### src/rtl/delay_phase_planner.sv
// Splits a fine-step delay into whole clock cycles plus a signed fine phase,
// programs the phase stepper when the fine part changes, then publishes the coarse count.
module delay_phase_planner #(
  parameter int DELAY_WIDTH     = 32,
  parameter int PHASE_WIDTH     = 32,
  parameter int COARSE_WIDTH    = 16,
  parameter int STEPS_PER_CYCLE = 560
) (
  input  logic                    clk,
  input  logic                    rst_n,
  input  logic [DELAY_WIDTH-1:0]  req_delay,
  input  logic                    req_valid,
  output logic                    req_ready,
  output logic [PHASE_WIDTH-1:0]  target,
  output logic                    configure,
  input  logic                    configured,
  output logic [COARSE_WIDTH-1:0] coarse_cycles,
  output logic                    plan_valid,
  output logic                    plan_err,
  output logic                    busy
);

  localparam int REM_W = $clog2(STEPS_PER_CYCLE) + 1;
  localparam int CNT_W = $clog2(DELAY_WIDTH);
  localparam logic [REM_W-1:0] DIV_R  = REM_W'(STEPS_PER_CYCLE);
  localparam logic [REM_W-1:0] HALF_R = REM_W'(STEPS_PER_CYCLE / 2);

  typedef enum logic [2:0] {
    S_IDLE, S_DIVIDE, S_ADJUST, S_ISSUE, S_GUARD, S_WAIT_PS, S_DONE
  } state_t;

  state_t                  r_state, w_next;
  logic                    r_live;
  logic [DELAY_WIDTH-1:0]  r_quo;
  logic [REM_W-1:0]        r_rem;
  logic [CNT_W-1:0]        r_cnt;
  logic [COARSE_WIDTH-1:0] r_coarse;
  logic [COARSE_WIDTH-1:0] r_coarse_out;
  logic [PHASE_WIDTH-1:0]  r_target;
  logic [PHASE_WIDTH-1:0]  r_last_fine;

  logic [REM_W-1:0]        w_rem_sh;
  logic                    w_ge;
  logic [REM_W-1:0]        w_rem_nx;
  logic                    w_round;
  logic [PHASE_WIDTH-1:0]  w_fine;
  logic [DELAY_WIDTH:0]    w_coarse_full;
  logic                    w_ovf;
  logic                    w_accept;

  // One restoring-division step: remainder always stays below the divisor.
  assign w_rem_sh = {r_rem[REM_W-2:0], r_quo[DELAY_WIDTH-1]};
  assign w_ge     = (w_rem_sh >= DIV_R);
  assign w_rem_nx = w_ge ? (w_rem_sh - DIV_R) : w_rem_sh;

  // Remainders above half a period wrap to a negative phase on the next cycle.
  assign w_round       = (r_rem > HALF_R);
  assign w_fine        = w_round ? (PHASE_WIDTH'(r_rem) - PHASE_WIDTH'(STEPS_PER_CYCLE))
                                 : PHASE_WIDTH'(r_rem);
  assign w_coarse_full = {1'b0, r_quo} + {{DELAY_WIDTH{1'b0}}, w_round};
  assign w_ovf         = |w_coarse_full[DELAY_WIDTH:COARSE_WIDTH];
  assign w_accept      = req_valid && req_ready;

  always_ff @(posedge clk or negedge rst_n) begin
    if (!rst_n) r_state <= S_IDLE;
    else        r_state <= w_next;
  end

  always_comb begin
    w_next = r_state;
    case (r_state)
      S_IDLE:    if (w_accept) w_next = S_DIVIDE;
      S_DIVIDE:  if (r_cnt == '0) w_next = S_ADJUST;
      S_ADJUST: begin
        if (w_ovf)                       w_next = S_IDLE;
        else if (w_fine == r_last_fine)  w_next = S_DONE;
        else                             w_next = S_ISSUE;
      end
      S_ISSUE:   w_next = S_GUARD;
      S_GUARD:   if (r_cnt == '0) w_next = S_WAIT_PS;
      S_WAIT_PS: if (configured) w_next = S_DONE;
      S_DONE:    w_next = S_IDLE;
      default:   w_next = S_IDLE;
    endcase
  end

  always_comb begin
    req_ready  = (r_state == S_IDLE) && r_live;
    busy       = (r_state != S_IDLE);
    configure  = (r_state == S_ISSUE);
    plan_valid = (r_state == S_DONE);
    plan_err   = (r_state == S_ADJUST) && w_ovf;
  end

  always_ff @(posedge clk or negedge rst_n) begin
    if (!rst_n) begin
      r_live       <= 1'b0;
      r_quo        <= '0;
      r_rem        <= '0;
      r_cnt        <= '0;
      r_coarse     <= '0;
      r_coarse_out <= '0;
      r_target     <= '0;
      r_last_fine  <= '0;
    end else begin
      r_live <= 1'b1;
      case (r_state)
        S_IDLE: if (w_accept) begin
          r_quo <= req_delay;
          r_rem <= '0;
          r_cnt <= CNT_W'(DELAY_WIDTH - 1);
        end
        S_DIVIDE: begin
          r_quo <= {r_quo[DELAY_WIDTH-2:0], w_ge};
          r_rem <= w_rem_nx;
          r_cnt <= r_cnt - 1'b1;
        end
        S_ADJUST: begin
          r_coarse <= w_coarse_full[COARSE_WIDTH-1:0];
          r_cnt    <= CNT_W'(1);
          // Target is loaded on entry so it is already valid during the configure pulse.
          if (w_next == S_ISSUE) begin
            r_target    <= w_fine;
            r_last_fine <= w_fine;
          end
          if (w_next == S_DONE) r_coarse_out <= w_coarse_full[COARSE_WIDTH-1:0];
        end
        S_GUARD:   r_cnt <= r_cnt - 1'b1;
        S_WAIT_PS: if (configured) r_coarse_out <= r_coarse;
        default: ;
      endcase
    end
  end

  assign target        = r_target;
  assign coarse_cycles = r_coarse_out;

endmodule

### config.mk
export PLATFORM = sky130hd
export DESIGN_NAME = delay_phase_planner
export DESIGN_NICKNAME = d
export VERILOG_FILES = /design/src/rtl/delay_phase_planner.sv
export SDC_FILE = /design/constraint.sdc
export NUM_CORES = 1
export LEC_CHECK = 0
export CAP_MARGIN = 20
export CORE_MARGIN = 2
export CORE_UTILIZATION = 45
export CTS_CLUSTER_SIZE = 28
export DETAILED_ROUTE_END_ITERATION = 10
export PLACE_DENSITY = 0.79
export SETUP_SLACK_MARGIN = 0.2
export SLEW_MARGIN = 30
export SYNTH_ARGS = -nofsm -noshare
export SYNTH_HDL_FRONTEND = slang
export SYNTH_SLANG_ARGS = --single-unit
### constraint.sdc
create_clock -name clk -period 5.6 [get_ports clk]
set_input_delay 1.12 -clock clk [delete_from_list [all_inputs] [get_ports clk]]
set_output_delay 1.12 -clock clk [all_outputs]
set_load 0.01 [all_outputs]
==> flow_metrics.tcl <==
set metrics [dict create \
    clk_latency_ps 360 \
    power_per_cell_area_nw_per_um2 518 \
    setup_viol 0 \
    clkSinkCount 96 \
    ant_nets 0 \
    pin_count 89 \
    die-area_um2 14100 \
    timing.fmax_ghz 0.193 \
    clock_path_buffers 2 \
    drt-total-wl_um 14500 \
    met1_usage 0.312 \
    use_met2 0.301 \
    synth_mux_area_frac 0.0241 \
    ys_types 66 \
    required_ps 4480 \
    worstSetupPathType "flip-flop to primary output" \
    cts_root_buf "clkbuf_16" \
    cts_tree "yes" \
    crit_family "simple AND/OR/NAND/NOR gates" \
    synthAdderAreaFrac 0.0144 \
    wl_per_cell_um 15.7 \
    synth_edf_count 0 \
    max_slew.worst_pin.slew_ps 889 \
    final_nets 788 \
    grt_pass1_wl_um 23900 \
    syn_area_um2 5920 \
    p_sw_uw 1600 \
    synth_area_per_cell_um2 8.42 \
    status "finished, final reports clean" \
    met3_usage 0.0405 \
    start_util 0.465 \
    die_w_um 119 \
    die_h_um 119 \
    slew_violations 0 \
    synthSimpleGateAreaFrac 0.238 \
    rsz0062_at_grt "false" \
    final.setup.tns_ps 0 \
    seq_area_frac_synth 0.406 \
    hpwl_um 10300 \
    synth_area_leaders "dfrtp_1 (41%), nand2_1 (7.9%), nor2_1 (4.6%)" \
    synthArstFlopShare 1.00 \
    place.gp.congestion 0.921 \
    final_util 0.558 \
    yosysTopAreaCellShare 0.406 \
    cts_buffers 9 \
    p_int_uw 2070 \
    cp.arrival_ps 4070 \
    first_iter_violations 403 \
    synthFlopType "dfrtp_1" \
    synth_warnings 0 \
    synth_top_family_by_area "simple AND/OR/NAND/NOR gates" \
    path_cells "ha_1 -> and2_1 -> a31o_2 -> nand2_2 -> ha_2 -> ha_2 -> and4_1 -> nand2_1 -> or4_1 -> xnor2_1 -> a21oi_1 -> a31oi_1 -> dlygate4sd2_1" \
    overflow 0 \
    timing.slew.headroom 0.406 \
    drv_cap 0 \
    busiest_layer "met1" \
    drive_above_1_share 0.0959 \
    vias 5149 \
    port_buffers 88 \
    grt_pass1_vias 4709 \
    power_leakage_uw 0.00300 \
    cp_max_fo 10 \
    clock_power_share 0.181 \
    h-tree-depth 3 \
    setup_ws_ps 412 \
    combPwrFrac 0.442 \
    total_power_uw 3670 \
    crit_buf_inv 1 \
    drtPass1Iterations 5 \
    crit_top_cell "ha_2" \
    yosys.area_share.xor_xnor 0.0518 \
    finalCritPeriodShare 0.926 \
    via_per_inst 5.58 \
    synth-compound-area-share 0.189 \
    insertedDiodeCount 0 \
    finClkSkew_ps 8.69 \
    area_growth_pct 19.8 \
    post-route-min-period_ps 5190 \
    seqPwrFrac 0.377 \
    min_path_type "flip-flop to flip-flop" \
    critPathLaunchType "flip-flop" \
    critical_path.slowest_cell "or4_1" \
    cpPeakStageDelay_ps 550 \
    antenna_found_initial 0 \
    swShare 0.436 \
    finalHoldViolCount 0 \
    synth-seq-cells 96 \
    cp-end-kind "primary output" \
    rows 41 \
    clk_pin_slew_ps 70 \
    ir_worst_vdd_mv 0.281 \
    pre_cts_ws_ps 336 \
    synth_nets 745 \
    synth.largest_area_cell "dfrtp_1" \
    core_um2 12700 \
    synthCells 703 \
    drc 0 \
    grt_max_degree 52 \
    track_usage 0.208 \
]
## logic make-up after synthesis
| kind of cell | count (synthesis) |
|---|---|
| buffers and inverters | 94 |
| flip-flops | 96 |
| AO/OA/AOI/OAI | 155 |
| multiplexers | 11 |
| adder cells (fa/ha/maj) | 7 |
| XOR/XNOR | 35 |
| other | 1 |
| AND/OR/NAND/NOR | 304 |
## power groups by stage
stage,Combinational [uW],Sequential (uW),Clock (uW)
after floorplan,1270,1220,0
after global placement,1590,1370,0
after detailed placement,1600,1380,0
after CTS,1610,1370,678
after global routing,1810,1440,706
final,1620,1380,666
## flip-flops by register name, summed over array words and instances (netlist names)
| name | flops |
|---|---|
| coarse_cycles | 16 |
| r_cnt | 5 |
| r_coarse | 16 |
| r_last_fine | 12 |
| r_live | 1 |
| r_quo | 32 |
| r_rem | 11 |
| r_state | 3 |
## worst register-to-register path: cells and delay by family (launching register included)
kind / cells / cell delay, ps
and+or+nand+nor: 7 / 1750
buffers and inverters: 2 / 450
DFF: 1 / 500
adders and majority gates: 3 / 700
AOI/OAI and AO/OA: 4 / 860
## cell usage in the layout (no fill, tap or decap), types with 6 or more instances in the layout
cell and n:
nor3_1 14, o21ai_0 40, nand4_1 12, or3_1 12, dfrtp_1 95, nand2_1 123, nor4_1 9, a21oi_1 21
clkbuf_16 9, a221oi_2 10, xnor2_1 15, nor2_1 71, buf_4 10, inv_1 29, o31ai_1 6, a31oi_1 36
xor2_1 20, mux2_4 6, a221oi_1 6, nand3_1 29, clkdlybuf4s50_1 86
## path summary, 6_finish.rpt
kind	from	endpoint	slack [ps]	depth (start not counted)
max in group asynchronous	rst_n	r_rem[4]$_DFFE_PN0P_	3760	2
max	r_rem[4]$_DFFE_PN0P_	plan_err	410	13
min	r_coarse[13]$_DFFE_PN0P_	r_coarse[13]$_DFFE_PN0P_	480	2
max reg2reg	r_rem[4]$_DFFE_PN0P_	coarse_cycles[3]$_DFFE_PN0P_	1190	16
min in group asynchronous	rst_n	r_coarse[3]$_DFFE_PN0P_	760	1
min reg2reg	r_coarse[13]$_DFFE_PN0P_	r_coarse[13]$_DFFE_PN0P_	480	2
## cells in the mapped netlist (15+ instances only)
cell type  instances
nand2_1          124
dfrtp_1           96
nor2_1            72
o21ai_0           40
a31oi_1           36
clkbuf_1          35
nand3_1           30
inv_1             29
a21oi_1           21
buf_4             21
xor2_1            20
xnor2_1           15
## metal layers
metal  share of wire  up-vias
li1                -     2543
met4           0.013        0
met2            0.44      141
met1            0.50     2449
met5               0        -
met3           0.048       16
## per-stage QoR
step / instance area [um2] / hold slack, ps / instances
after floorplan: 5920 / 446 / 703
after global placement: 6730 / 462 / 905
after detailed placement: 6730 / 468 / 905
after CTS: 7050 / 487 / 921
after global routing: 7100 / 508 / 923
final: 7100 / 484 / 923
## area by class of cell
type	count	area, um2
fill	1198	5630
multi-input combinational	513	3110
sequential	96	2400
timing repair buffer	97	945
clock buffer	10	239
tap	172	215
inverter	29	109
clock inverter	6	78.8
## timing repair
item,4_1_cts,5_1_grt
resized for setup,5,4
setup endpoints to repair,1,1
pin swaps,0,1
hold buffers,0,0
buffers inserted,0,2
(Power assumes the default switching activity.)
